===== src/rtl/rr_arb_enc_pkg.sv =====
// Shared types and helpers for the round-robin encoded-grant arbiter.
// Holds the default width parameters, the FSM state type and a one-hot check used by assertions.
package rr_arb_enc_pkg;

   localparam int DEF_N    = 4;
   localparam int DEF_IDXW = $clog2(DEF_N);

   typedef enum logic {
      ST_IDLE  = 1'b0,
      ST_GRANT = 1'b1
   } state_t;

   // True when at most one bit is set.
   function automatic logic is_onehot0(input logic [63:0] v);
      return (v & (v - 64'd1)) == 64'd0;
   endfunction

endpackage


===== src/rtl/rr_arb_enc_if.sv =====
// Request/grant bundle between requesters, the arbiter (master) and the grant consumer (slave).
// The grant side is valid/ready; requests are level-sensitive.
interface rr_arb_enc_if #(
   parameter int N = 4
);
   localparam int IDXW = $clog2(N);

   logic [N-1:0]    req;
   logic            gnt_ready;
   logic            gnt_valid;
   logic [IDXW-1:0] gnt_idx;
   logic [N-1:0]    gnt_onehot;

   modport master (
      input  req,
      input  gnt_ready,
      output gnt_valid,
      output gnt_idx,
      output gnt_onehot
   );

   modport slave (
      output req,
      output gnt_ready,
      input  gnt_valid,
      input  gnt_idx,
      input  gnt_onehot
   );
endinterface


===== src/rtl/rr_arb_enc_prio_enc.sv =====
// Rotating priority encoder: first set bit of i_cand searching upward from i_ptr with wrap.
// Purely combinational, zero latency; no flow control.
module rr_prio_enc #(
   parameter int N    = 4,
   parameter int IDXW = $clog2(N)
) (
   input  logic [N-1:0]    i_cand,
   input  logic [IDXW-1:0] i_ptr,
   output logic            o_found,
   output logic [IDXW-1:0] o_idx
);

   logic [2*N-1:0]  w_dbl;
   logic [N-1:0]    w_rot;
   logic [IDXW-1:0] w_off;
   logic            w_any;

   // Doubling the vector makes the rotate a plain part-select.
   assign w_dbl = {i_cand, i_cand};
   assign w_rot = w_dbl[i_ptr +: N];

   always_comb begin
      w_off = '0;
      w_any = 1'b0;
      for (int i = N - 1; i >= 0; i--) begin
         if (w_rot[i]) begin
            w_off = IDXW'(i);
            w_any = 1'b1;
         end
      end
   end

   assign o_found = w_any;
   assign o_idx   = i_ptr + w_off;

endmodule


===== src/rtl/rr_arb_enc.sv =====
// Round-robin arbiter presenting a registered binary + one-hot grant; grant appears 1 cycle after req.
// A grant is held stable until gnt_ready; each accepted grant may be followed by another the next cycle.
module rr_arb_enc
   import rr_arb_enc_pkg::*;
#(
   parameter int N = 4
) (
   input  logic          clk,
   input  logic          rst_n,
   rr_arb_enc_if.master  arb
);

   localparam int IDXW = $clog2(N);

   state_t          r_state;
   logic [IDXW-1:0] r_ptr;
   logic            r_valid;
   logic [IDXW-1:0] r_idx;
   logic [N-1:0]    r_onehot;

   logic            w_hs;
   logic [N-1:0]    w_cand;
   logic [IDXW-1:0] w_ptr_nxt;
   logic            w_found;
   logic [IDXW-1:0] w_win_idx;
   logic [N-1:0]    w_win_onehot;

   assign w_hs      = (r_state == ST_GRANT) && arb.gnt_ready;
   assign w_ptr_nxt = w_hs ? (r_idx + IDXW'(1)) : r_ptr;
   // The requester just served sits out the re-arbitration of its own accept cycle.
   assign w_cand    = (r_state == ST_GRANT) ? (arb.req & ~r_onehot) : arb.req;

   rr_prio_enc #(
      .N    (N),
      .IDXW (IDXW)
   ) u_prio_enc (
      .i_cand  (w_cand),
      .i_ptr   (w_ptr_nxt),
      .o_found (w_found),
      .o_idx   (w_win_idx)
   );

   assign w_win_onehot = {{(N-1){1'b0}}, 1'b1} << w_win_idx;

   always_ff @(posedge clk or negedge rst_n) begin
      if (!rst_n) begin
         r_state  <= ST_IDLE;
         r_ptr    <= '0;
         r_valid  <= 1'b0;
         r_idx    <= '0;
         r_onehot <= '0;
      end else begin
         case (r_state)
            ST_IDLE: begin
               if (w_found) begin
                  r_state  <= ST_GRANT;
                  r_valid  <= 1'b1;
                  r_idx    <= w_win_idx;
                  r_onehot <= w_win_onehot;
               end
            end
            ST_GRANT: begin
               if (arb.gnt_ready) begin
                  r_ptr <= w_ptr_nxt;
                  if (w_found) begin
                     r_idx    <= w_win_idx;
                     r_onehot <= w_win_onehot;
                  end else begin
                     r_state  <= ST_IDLE;
                     r_valid  <= 1'b0;
                     r_onehot <= '0;
                  end
               end
            end
            default: begin
               r_state  <= ST_IDLE;
               r_valid  <= 1'b0;
               r_onehot <= '0;
            end
         endcase
      end
   end

   assign arb.gnt_valid  = r_valid;
   assign arb.gnt_idx    = r_idx;
   assign arb.gnt_onehot = r_onehot;

   a_hold_stable: assert property (@(posedge clk) disable iff (!rst_n)
      (r_valid && !arb.gnt_ready) |=> ($stable(r_idx) && $stable(r_onehot)));

   a_onehot0: assert property (@(posedge clk) disable iff (!rst_n)
      is_onehot0(64'(r_onehot)));

endmodule


===== src/flat_wrapper.sv =====
// flat-port wrapper written by rule: the top's interface ports become plain ports
module rr_arb_enc_flat import rr_arb_enc_pkg::*;
#(
   parameter int N = 4
)
  (clk, rst_n, arb_req, arb_gnt_ready, arb_gnt_valid, arb_gnt_idx, arb_gnt_onehot);
  rr_arb_enc_if #(.N(N)) arb_i ();
  input  logic clk;
  input  logic rst_n;
  input wire logic [$bits(arb_i.req)-1:0] arb_req;
  input wire logic [$bits(arb_i.gnt_ready)-1:0] arb_gnt_ready;
  output wire logic [$bits(arb_i.gnt_valid)-1:0] arb_gnt_valid;
  output wire logic [$bits(arb_i.gnt_idx)-1:0] arb_gnt_idx;
  output wire logic [$bits(arb_i.gnt_onehot)-1:0] arb_gnt_onehot;
  assign arb_i.req = arb_req;
  assign arb_i.gnt_ready = arb_gnt_ready;
  assign arb_gnt_valid = arb_i.gnt_valid;
  assign arb_gnt_idx = arb_i.gnt_idx;
  assign arb_gnt_onehot = arb_i.gnt_onehot;
  rr_arb_enc #(.N(N)) u_core (.clk(clk), .rst_n(rst_n), .arb(arb_i));
endmodule

===== config.mk =====
export PLATFORM = sky130hd
export DESIGN_NAME = rr_arb_enc_flat
export DESIGN_NICKNAME = d
export VERILOG_FILES = /design/src/rtl/rr_arb_enc_pkg.sv /design/src/rtl/rr_arb_enc_if.sv /design/src/rtl/rr_arb_enc_prio_enc.sv /design/src/rtl/rr_arb_enc.sv /design/src/flat_wrapper.sv
export SDC_FILE = /design/constraint.sdc
export NUM_CORES = 1
export LEC_CHECK = 0
export ABC_AREA = 1
export CAP_MARGIN = 20
export CORE_MARGIN = 10
export CORE_UTILIZATION = 39
export CTS_CLUSTER_DIAMETER = 30
export CTS_CLUSTER_SIZE = 12
export DETAILED_ROUTE_END_ITERATION = 6
export PLACE_DENSITY_LB_ADDON = 0.25
export REMOVE_ABC_BUFFERS = 1
export SLEW_MARGIN = 20
export SYNTH_ARGS = -nofsm -noshare
export SYNTH_HDL_FRONTEND = slang
export SYNTH_SLANG_ARGS = --single-unit

===== constraint.sdc =====
create_clock -name clk -period 2.4 [get_ports clk]
set_input_delay 0.24 -clock clk [delete_from_list [all_inputs] [get_ports clk]]
set_output_delay 0.24 -clock clk [all_outputs]
set_load 0.01 [all_outputs]

== Yosys cells after proc, flatten, opt, wreduce, memory -nomap -nowiden ==
Cells that the tools add are included.
Cells by class
  add/sub/neg operators: 2
  multiply operators: 0
  divide/modulo/power cells: 0
  $lt $le $gt $ge: 0
  equality and inequality tests: 3
  shift operators: 2
  muxes and demuxes: 24
  bitwise gates (word level): 3
  reduce and logical (&&, ||, !) cells: 4
Operator list (number)
  4-bit 2-to-1 mux: 4
  2-bit 2-to-1 mux: 7
  1-bit 2-to-1 mux: 9
  4-bit case mux with 2 select lines: 1
  8-bit by 3-bit variable part select with 4-bit output: 1
  2-bit inequality test (second input constant): 3
  4-bit bitwise AND: 1
  4-bit inverter: 1
  1-bit case mux with 2 select lines: 2
  2-bit case mux with 2 select lines: 1
  2-bit AND reduction: 2
  1-bit by 2-bit left shift with 4-bit output (first input constant): 1
  3-bit AND reduction: 1
  2-bit by 1-bit adder with 2-bit output (second input constant): 1
  2-bit adder: 1
  1-bit logical AND: 1
  1-bit inverter: 1
Word-level totals
  bits in registers: 10
  latch bits: 0
  bits in writable memories: 0
  bits in read-only memories: 0
  input bits: 7
  output and inout bits: 7
  word-level logic and storage cells: 43
  memories: 0

== Longest topological paths before layout ==
Gate-level depths: netlist (run 1).
  word-level depth: 13
  mapped depth: 16
  depth with buffers taken out: 15

== By module ==
A second synthesis (run 1) with hierarchy kept.
Unflattened totals
  cell total of the unflattened synthesis: 93
  area, all modules: 631.9 um^2
By module, submodules not included
  rr_arb_enc: times used 1, cells each 58, area each 469.2 um^2, seq. area each 250.2 um^2
  rr_prio_enc: times used 1, cells each 35, area each 162.7 um^2, seq. area each 0.0 um^2

== Worst setup path before layout (run 1) ==
No wires, ideal clock.
  kind: reg-to-reg
  start point: register u_core.r_state
  end point: register u_core.r_onehot[0], in the netlist u_core.arb.gnt_onehot[0]
  library setup time: 0.117 ns
  data arrival time: 1.842 ns
  setup slack: 0.441 ns
  cell stages (with the launch flop): 17
  clock period less this slack: 1.959 ns
  cells stage by stage: dfrtp_1 > buf_6 > nand2_4 > nand2_2 > nand2_2 > nand2_2 > nand2_1 > nand2_2 > nand2_2 > inv_1 > a21oi_1 > ha_1 > xor2_1 > nand3b_1 > nand2_2 > nand2_1 > nand2_1
On the way
  cells in the longest elaborated chain, start to end: 12
RTL lines
  start, declared: line rr_arb_enc.sv:15  | state_t r_state;
  start signal, assigned: line rr_arb_enc.sv:47  | r_state <= ST_IDLE;
  start signal, assigned: line rr_arb_enc.sv:56  | r_state <= ST_GRANT;
  start signal, assigned: line rr_arb_enc.sv:69  | r_state <= ST_IDLE;
  1-bit logical AND: line rr_arb_enc.sv:28  | assign w_hs = (r_state == ST_GRANT) && arb.gnt_ready;
  2-bit 2-to-1 mux: line rr_arb_enc.sv:29  | assign w_ptr_nxt = w_hs ? (r_idx + IDXW'(1)) : r_ptr;
  8-bit by 3-bit variable part select with 4-bit output: line rr_arb_enc_prio_enc.sv:20  | assign w_rot = w_dbl[i_ptr +: N];
  2-bit 2-to-1 mux (4 in series): line rr_arb_enc_prio_enc.sv:26  | if (w_rot[i]) begin
  2-bit adder: line rr_arb_enc_prio_enc.sv:34  | assign o_idx = i_ptr + w_off;
  1-bit by 2-bit left shift with 4-bit output: line rr_arb_enc.sv:43  | assign w_win_onehot = {{(N-1){1'b0}}, 1'b1} << w_win_idx;
  4-bit 2-to-1 mux: line rr_arb_enc.sv:65  | if (w_found) begin
  4-bit 2-to-1 mux: line rr_arb_enc.sv:63  | if (arb.gnt_ready) begin
  4-bit case mux with 2 select lines: line rr_arb_enc.sv:53  | case (r_state)
  end signal, assigned: line rr_arb_enc.sv:59  | r_onehot <= w_win_onehot;
  end signal, assigned: line rr_arb_enc.sv:67  | r_onehot <= w_win_onehot;
  end, declared: line rr_arb_enc.sv:19  | logic [N-1:0] r_onehot;
Parallel ways exist; a longest one is shown, timed or not. The select of a mux whose other input is x is not followed.
A chain may end at the register's enable or synchronous reset.

== Final worst setup path (run 1) ==
Ends and elaborated chain as after synthesis.

==> metrics, run 1 <==
status finished, final reports clean; RSZ-0062 raised after global routing no; clock buffer depth 2; worst slack at placement -0.06206 ns; Clock Sinks 10; drt total wl 2044 um; Post-route DRC 0; Horiz. Die Dim 64.82 um; main flop type after synthesis dfrtp_1; top cells by count, synth 53 x nand2_1, 15 x inv_1, 10 x dfrtp_1, 10 x nand2_2, 10 x nand3_1; Combinational Power Share 71.2%; worst min-delay path class in -> async; Worst-path clk slew 0.07 ns; Seq cells post-synth 10; share of layout cells above drive strength 1 21.28%; Antenna Nets Post-Route 0; Worst Skew 0.002710 ns; R2R Setup Slk 0.28 ns; Avg Cell Area, Syn 6.527 um2; area grow syn2layout 30.03%; antenna violations before repair 0; first-pass GRT wire length 3567 um; Post-layout nets 150; Synth top area share 31.95%; leakage 0.0005833 uW; YS warnings 0; antenna cells 0; GRT overflow 0; Overall Global Routing Usage 10.34%; NetSw 825.7 uW; Switching Share 50.69%; worst-path fanout max 8; Iteration-0 DRC Markers 10; PnR worst setup slack 0.2798 ns; Achievable Freq 0.4716 GHz; count of final hold-check violations 0; peak supply drop 0.7273 mV; Die Area 0.004201 mm2; CORE AREA 0.001942 mm2; drt first pass iters 4; vias per cell 4.815; final setup fails 0; Initial Util 40.34%; std cell rows 16; PD cells 1600 mW/mm2; Max Slew Vio Count 0; IO Pins 14; number of port buffers 13; Clock Power Share 9.5%; Num CTS Buffers 3; CTS H-Tree Depth 1; sequential fraction of design power 19.4%; CP Capture Type flip-flop; Yosys top cell by area dfrtp_1; Post-synth EDFFs 0; CTS tree built; routed vias 809; Post-Place Cell Area 965.9 um2; minimum clock period 2.120 ns; WL/cell 12.17 um; cell with the most instances after synthesis nand2_1; clk_lat worst skew 0.27 ns; Post-Syn Instances 120; clock root buffer clkbuf_4; Synth cell types 21; cts hold-fix bufs 0; worst path required time 2.56 ns; global placer's final weighted congestion 0.9128; cell area after synthesis 783.3 um2; Worst Path Arrival 2.28 ns; maxcap violations 0; WS Path Type reg -> reg; post-DP HPWL 1652 um; top cells by area, synth dfrtp_1 32%, nand2_1 25%, nand2_2 8.0%; Design Area, Final 0.001018 mm2; final period utilization 88.34%; Setup crit start kind flip-flop; sequential area share after synthesis 31.95%; number of global-route vias before repair 807; Post-synth ARST share 100.0%; Slew @ Worst Pin 0.4683 ns; cell internal pwr 803.4 uW; DIE HEIGHT 64.82 um; Worst slew margin 68.68%; largest net degree at the start of global routing 11
-- worst max-delay path: stages, from the launching register on --
cell,delay [ns]
dfrtp_2,0.47
nand2_4,0.13
nand2_4,0.06
nand2_2,0.11
nand2_1,0.09
nand2_1,0.09
nand2_1,0.06
nand2_1,0.09
nand2_1,0.06
a21oi_1,0.13
ha_1,0.17
xor2_1,0.17
nand3b_1,0.15
nand2_2,0.10
nand2_1,0.08
nand2_1,0.05
-- layout by cell type (no fill, tap or decap), types with 2 or more instances in the layout --
cell type and instances:
nand2_1 53, nand2_4 4, nand3_1 10, buf_4 5, clkdlybuf4s50_1 12, inv_1 14, dfrtp_1 9, o21ai_0 2
nor2_1 2, inv_2 2, o21ai_1 3, clkbuf_4 3, nand2_2 9
-- kinds of logic after synthesis --
logic type / synth area share, %
and+or+nand+nor: 49.52
DFF: 31.95
adders and majority gates: 1.597
buffers and inverters: 9.904
xor gates and xnor gates: 1.118
AOI/OAI and AO/OA: 5.910
-- routing by layer --
layer	vias up	routed length [um]	global-route usage, %	share of wire [%]
met5	-	0	0	0
met4	0	14	4.813	0.68
met3	2	52	1.203	2.5
met2	17	1086	19.09	53
met1	381	890	11.42	44
li1	409	-	-	-
-- what timing repair did --
item / in CTS / in global routing
setup buffers: 0 / 1
endpoints found under the hold margin: 0 / 0
endpoints found under the setup margin: 0 / 5
resized for setup: 0 / 4
-- stage by stage --
step | cells | setup TNS, ns | util [%] | hold slack, ns | power, uW
after floorplan | 119 | 0 | - | -0.05559 | 1086
after global placement | 163 | 0 | 49.74 | 0.5267 | 1419
after detailed placement | 163 | -0.1920 | 49.74 | 0.5203 | 1456
after CTS | 167 | 0 | 51.61 | 0.3070 | 1616
after global routing | 168 | 0 | 52.45 | 0.3067 | 1819
final | 168 | 0 | 52.45 | 0.2888 | 1629
-- power groups by stage --
stage | clock network [uW] | logic, uW | registers [uW]
after floorplan | 0 | 761 | 325
after global placement | 0 | 1110 | 311
after detailed placement | 0 | 1140 | 316
after CTS | 156 | 1150 | 313
after global routing | 164 | 1330 | 327
final | 154 | 1160 | 315
-- final cells by class --
cell class / instances / area [um2]
multi-input cells: 92 / 460.4
clock buffers: 4 / 36.28
fillers: 199 / 923.4
flip-flops and latches: 10 / 251.5
inverters: 17 / 66.31
well taps: 27 / 33.78
repair buffers: 18 / 170.2
-- state kept, by name (all words and copies together), names as in the netlist --
signal,cells
u_core.arb.gnt_idx,2
u_core.arb.gnt_onehot,4
u_core.arb.gnt_valid,1
u_core.r_ptr,2
u_core.r_state,1
-- path summary, 6_finish.rpt --
check                                      from                       end  depth (start not counted)
setup / recovery                 u_core.r_state  u_core.arb.gnt_onehot[0]                         15
hold / removal                            rst_n      u_core.arb.gnt_valid                          1
setup reg to reg                 u_core.r_state  u_core.arb.gnt_onehot[0]                         15
hold reg to reg            u_core.arb.gnt_valid      u_core.arb.gnt_valid                          2
max in group asynchronous                 rst_n            u_core.r_state                          1
min in group clk                  arb_gnt_ready           u_core.r_ptr[0]                          3
(Power assumes the default switching activity.)
==> inputs of run 2 (changes only) <==
- ABC_CLOCK_PERIOD_IN_PS: not set -> 2400
- DONT_BUFFER_PORTS: not set -> 1
- GPL_TIMING_DRIVEN: not set -> 0
==> metrics, run 2 (synthesis gave the netlist of run 1 again) <==
status finished, final reports clean; number of port buffers 0 (-13); Worst Skew 0.004235 ns (+0.001525 ns); Worst-path clk slew 0.07 ns (about the same); peak supply drop 0.8476 mV (+17%); Worst Path Arrival 2.32 ns (+0.04 ns); leakage 0.0005200 uW (-11%); Post-route DRC 0 (unchanged); Initial Util 40.34% (unchanged); WS Path Type reg -> reg; share of layout cells above drive strength 1 22.83% (+1.6 points); Cell Chain, Critical Path nand2_4 > nand2_4 > nand2_2 > buf_4 > nand2_1 > nand3_1 > nand2_2 > inv_1 > a21oi_2 > ha_1 > xor2_1 > nand3b_1 > nand2_2 > nand2_1 > nand2_1; CTS tree built; drt total wl 1791 um (-12%); final period utilization 90.18% (+1.8 points); Crit-path slowest cell dfrtp_2; crit-path max cell delay 0.46 ns (about the same); antenna cells 0 (unchanged); Post-layout nets 136 (-9.3%); clk_lat worst skew 0.26 ns (about the same); DIE HEIGHT 64.82 um (unchanged); CTS H-Tree Depth 1 (unchanged); maxcap violations 0 (unchanged); max reg flops 4 (unchanged); vias per cell 4.818 (about the same); WL/cell 11.63 um (-4.4%); antenna violations before repair 0 (unchanged); largest net degree at the start of global routing 11 (unchanged); minimum clock period 2.164 ns (+0.04399 ns); final setup fails 0 (unchanged); Setup crit start kind flip-flop; Clock Power Share 10.2% (+0.7 points); worst-path fanout max 8 (unchanged); worst min-delay path class in -> reg; Worst slew margin 68.60% (-0.088 points); Design Area, Final 885.9 um2 (-13%); Horiz. Die Dim 64.82 um (unchanged); Overall Global Routing Usage 8.595% (-1.7 points); routed vias 742 (-8.3%); worst hold stages 2; CORE AREA 0.001942 mm2 (unchanged); cell internal pwr 689.9 uW (-14%); most frequent cells in the layout 53 x nand2_1, 15 x inv_1, 10 x nand3_1, 9 x nand2_2, 8 x dfrtp_1; WHS Endpoint u_core.r_ptr[0]; std cell rows 16 (unchanged); global placer's final weighted congestion 0.8482 (-7.1%); CP Capture Type flip-flop; drt first pass iters 4 (unchanged); count of final hold-check violations 0 (unchanged); NetSw 777.3 uW (-5.9%); IO Pins 14 (unchanged); post-DP HPWL 1438 um (-13%); first-pass GRT wire length 2904 um (-19%); Max Slew Vio Count 0 (unchanged); area grow syn2layout 13.10%; PD cells 1656 mW/mm2 (+3.5%); clock buffer depth 2 (unchanged); GRT overflow 0 (unchanged); most common cell after layout, fill and taps aside nand2_1; number of global-route vias before repair 675 (-16%); worst path required time 2.56 ns (about the same); Iteration-0 DRC Markers 23 (+13); R2R Setup Slk 0.24 ns (-0.04 ns); Post-Place Cell Area 805.8 um2 (-17%); clock root buffer clkbuf_4; RSZ-0062 raised after global routing no; Num CTS Buffers 3 (unchanged); Combinational Power Share 66.5% (-4.7 points); Slew @ Worst Pin 0.4695 ns (+0.001241 ns); Reg2Reg Launch Point u_core.r_state; Worst R2R End u_core.arb.gnt_onehot[0]; hold_sp arb_gnt_ready; sum of negative setup slack 0 ns (unchanged); Antenna Nets Post-Route 0 (unchanged); Clock Sinks 10 (unchanged); Switching Share 52.98% (+2.3 points); R2R cell count 15 (unchanged); Die Area 0.004201 mm2 (unchanged); Achievable Freq 0.4621 GHz (-2.0%); sequential fraction of design power 23.4% (+4.0 points)
[run 2: how the worst max path moves through the flow]
stage | start | to | slack (ns) | depth (start not counted)
after floorplan | u_core.r_state | u_core.arb.gnt_onehot[0] | 0.44 | 15
after global placement | u_core.r_state | u_core.arb.gnt_onehot[0] | 0.20 | 15
after CTS | u_core.r_state | u_core.arb.gnt_onehot[0] | 0.15 | 15
after detailed placement | u_core.r_state | u_core.arb.gnt_onehot[0] | 0.15 | 15
after global routing | u_core.arb.gnt_idx[0] | u_core.arb.gnt_onehot[1] | 0.02 | 15
final | u_core.r_state | u_core.arb.gnt_onehot[0] | 0.24 | 15
[run 2: critical path: cells and delay by family (launching register included)]
kind                       cells  cell delay [ns]
xor gates and xnor gates       1             0.16
DFF                            1             0.46
and+or+nand+nor               10             0.91
AOI/OAI and AO/OA              1             0.14
adders and majority gates      1             0.17
buffers and inverters          2             0.22
[run 2: routing by layer]
metal,global-route usage [%],wire [um]
met5,0,0
met4,5.615,35
met2,14.90,936
met3,2.062,107
met1,9.073,712
[run 2: final cells by class]
class,instances,area (um2)
Fill cell,220,1056
Multi-Input combinational cell,92,464.2
Sequential cell,10,252.7
Inverter,17,66.31
Clock buffer,4,36.28
Tap cell,27,33.78
Timing Repair Buffer,4,32.53
[run 2: stage by stage]
| stage | total power, uW | hold WS [ns] | utilization (%) | setup WS [ns] | cells |
|---|---|---|---|---|---|
| 2_1_floorplan | 1086 | -0.05559 | - | 0.4410 | 119 |
| 3_3_place_gp | 1241 | -0.05528 | 41.49 | 0.1962 | 146 |
| 3_5_place_dp | 1257 | -0.05535 | 41.49 | 0.1533 | 146 |
| 4_1_cts | 1418 | 0.1614 | 43.88 | 0.1461 | 151 |
| 5_1_grt | 1630 | 0.1857 | 45.62 | 0.02173 | 154 |
| 6_report | 1467 | 0.1704 | 45.62 | 0.2358 | 154 |
[run 2: power groups by stage]
| stage | Combinational [uW] | Sequential (uW) | Clock [uW] |
|---|---|---|---|
| final | 975 | 343 | 149 |
| after floorplan | 761 | 325 | 0 |
| after CTS | 921 | 343 | 154 |
| after global placement | 895 | 346 | 0 |
| after global routing | 1110 | 355 | 163 |
| after detailed placement | 911 | 346 | 0 |
[run 2: what timing repair did]
action,4_1_cts,5_1_grt
hold endpoints to repair,10,0
buffers inserted,0,3
endpoints found under the setup margin,0,5
gates resized for setup,0,4
hold buffers,1,0
==> inputs of run 3 (changes only) <==
- CORE_MARGIN: 10 -> not set
==> metrics, run 3 (synthesis gave the netlist of run 1 again) <==
Overall Global Routing Usage 17.22% (+8.6 points); Worst Skew 0.001043 ns (-0.003192 ns); CP Capture Type flip-flop; peak supply drop 0.7245 mV (-15%); Post-route DRC 0 (unchanged); routed vias 706 (-4.9%); global placer's final weighted congestion 0.8080 (-4.7%); Iteration-0 DRC Markers 12 (-48%); Post-layout nets 133 (-2.2%); fill count 203 (-7.7%); Antenna Nets Post-Route 0 (unchanged); Worst R2R End u_core.arb.gnt_onehot[1]; minimum clock period 2.165 ns (+0.0004900 ns); max reg flops 4 (unchanged); Reg2Reg Launch Point u_core.r_state; hold_sp arb_gnt_ready; sum of negative setup slack 0 ns (unchanged); WHS Endpoint u_core.r_ptr[0]; std cell rows 15 (-1); leakage 0.0005033 uW (-3.2%); R2R cell count 15 (unchanged); final period utilization 90.20% (about the same); worst path required time 2.56 ns (about the same); Clock Sinks 10 (unchanged); area grow syn2layout 8.626%; R2R Setup Slk 0.24 ns (about the same); largest net degree at the start of global routing 11 (unchanged); post-DP HPWL 1303 um (-9.4%); Setup crit start kind flip-flop; WL/cell 11.12 um (-4.4%); sequential fraction of design power 24.0% (+0.6 points); Switching Share 53.88% (+0.90 points); worst-path fanout max 9 (+1); Achievable Freq 0.4620 GHz (about the same); GRT overflow 0 (unchanged); drt total wl 1657 um (-7.5%); most frequent cells in the layout 53 x nand2_1, 15 x inv_1, 10 x nand2_2, 10 x nand3_1, 9 x dfrtp_1; RSZ-0062 raised after global routing no; IO Pins 14 (unchanged); status finished, final reports clean; Worst Path Arrival 2.33 ns (about the same); Slew @ Worst Pin 0.4886 ns (+0.01910 ns); share of layout cells above drive strength 1 19.35% (-3.5 points); worst hold stages 2 (unchanged); WS Path Type reg -> reg; Worst slew margin 67.32% (-1.3 points); Combinational Power Share 65.0% (-1.5 points); clock root buffer clkbuf_4; maxcap violations 0 (unchanged); Worst-path clk slew 0.07 ns (about the same); number of global-route vias before repair 600 (-11%); number of port buffers 0 (unchanged); M1 WL 793 um (+11%); DIE HEIGHT 46.82 um (-28%); CORE AREA 0.001802 mm2 (-7.2%); clk_lat worst skew 0.27 ns (about the same); metal2 WL 775 um (-17%); final std cells w/o fill 149 (-3.2%); PD cells 1657 mW/mm2 (about the same); vias per cell 4.738 (-1.7%); cell internal pwr 650.3 uW (-5.7%); Initial Util 43.47% (+3.1 points); antenna violations before repair 0 (unchanged); CTS H-Tree Depth 1 (unchanged); Die Area 0.002192 mm2 (-48%); final hold slack 0.1550 ns (-0.01543 ns); first-pass GRT wire length 2642 um (-9.0%); Clock Power Share 11.0% (+0.8 points); worst min-delay path class in -> reg; Cells after DPL 144 (-1.4%); Horiz. Die Dim 46.82 um (-28%); Routed met3 length 89 um (-17%); # Post-CTS Setup Buffers 0 (unchanged); drt first pass iters 4 (unchanged); most common cell after layout, fill and taps aside nand2_1; antenna cells 0 (unchanged); CTS tree built; highest routed layer met3; clock buffer depth 2 (unchanged); NetSw 759.7 uW (-2.3%); Max Slew Vio Count 0 (unchanged); count of final hold-check violations 0 (unchanged); final setup fails 0 (unchanged); Num CTS Buffers 3 (unchanged)
run 3: metal layers:
layer | track usage, % | vias to the layer above
met2 | 27.22 | 13
met5 | 0 | -
li1 | - | 379
met1 | 23.15 | 314
met3 | 5.769 | 0
met4 | 3.429 | 0
run 3: cell type report:
cell class / count / area [um2] / share of cell area [%]
sequential: 10 / 251.5 / 29.56
inverter: 17 / 66.31 / 7.794
tap: 25 / 31.28 / 3.676
multi-input combinational: 92 / 455.4 / 53.53
timing repair buffer: 1 / 10.01 / 1.176
clock buffer: 4 / 36.28 / 4.265
run 3: worst max-delay path, stage by stage, from the launching register on:
cell,delay [ns]
dfrtp_2,0.47
nand2_4,0.16
nand2_2,0.06
nand2_2,0.14
nand2_2,0.07
nand2_1,0.10
nand2_2,0.05
nand2_2,0.08
inv_1,0.06
a21oi_1,0.15
ha_1,0.17
xor2_1,0.17
nand3b_1,0.15
nand2_2,0.10
nand2_1,0.08
nand2_1,0.05
run 3: power by group through the flow:
stage	Sequential [uW]	Clock, uW	Combinational (uW)
after global placement	341	0	892
after floorplan	325	0	761
after detailed placement	343	0	910
after CTS	340	157	923
final	339	155	917
after global routing	350	167	1040
run 3: worst max path at each step:
| stage | from | end | slack [ns] | cells after the start |
|---|---|---|---|---|
| 2_1_floorplan | u_core.r_state | u_core.arb.gnt_onehot[0] | 0.44 | 15 |
| 3_3_place_gp | u_core.r_state | u_core.arb.gnt_onehot[0] | 0.21 | 14 |
| 3_5_place_dp | u_core.r_state | u_core.arb.gnt_onehot[0] | 0.21 | 14 |
| 4_1_cts | u_core.r_state | u_core.arb.gnt_onehot[0] | 0.18 | 14 |
| 5_1_grt | u_core.arb.gnt_idx[0] | u_core.arb.gnt_onehot[3] | 0.05 | 14 |
| 6_report | u_core.r_state | u_core.arb.gnt_onehot[1] | 0.24 | 15 |
run 3: per-stage QoR:
step / area (um2) / power, uW / setup slack, ns / util [%]
final: 850.8 / 1410 / 0.2353 / 47.22
after detailed placement: 803.3 / 1253 / 0.2098 / 44.58
after global placement: 803.3 / 1232 / 0.2091 / 44.58
after global routing: 850.8 / 1562 / 0.05154 / 47.22
after CTS: 849.6 / 1419 / 0.1824 / 47.15
after floorplan: 772.0 / 1086 / 0.4410 / -
run 3: what timing repair did:
action / 4_1_cts / 5_1_grt
hold buffers: 1 / 0
endpoints found under the hold margin: 10 / 0
gates resized for setup: 0 / 1
endpoints found under the setup margin: 0 / 2
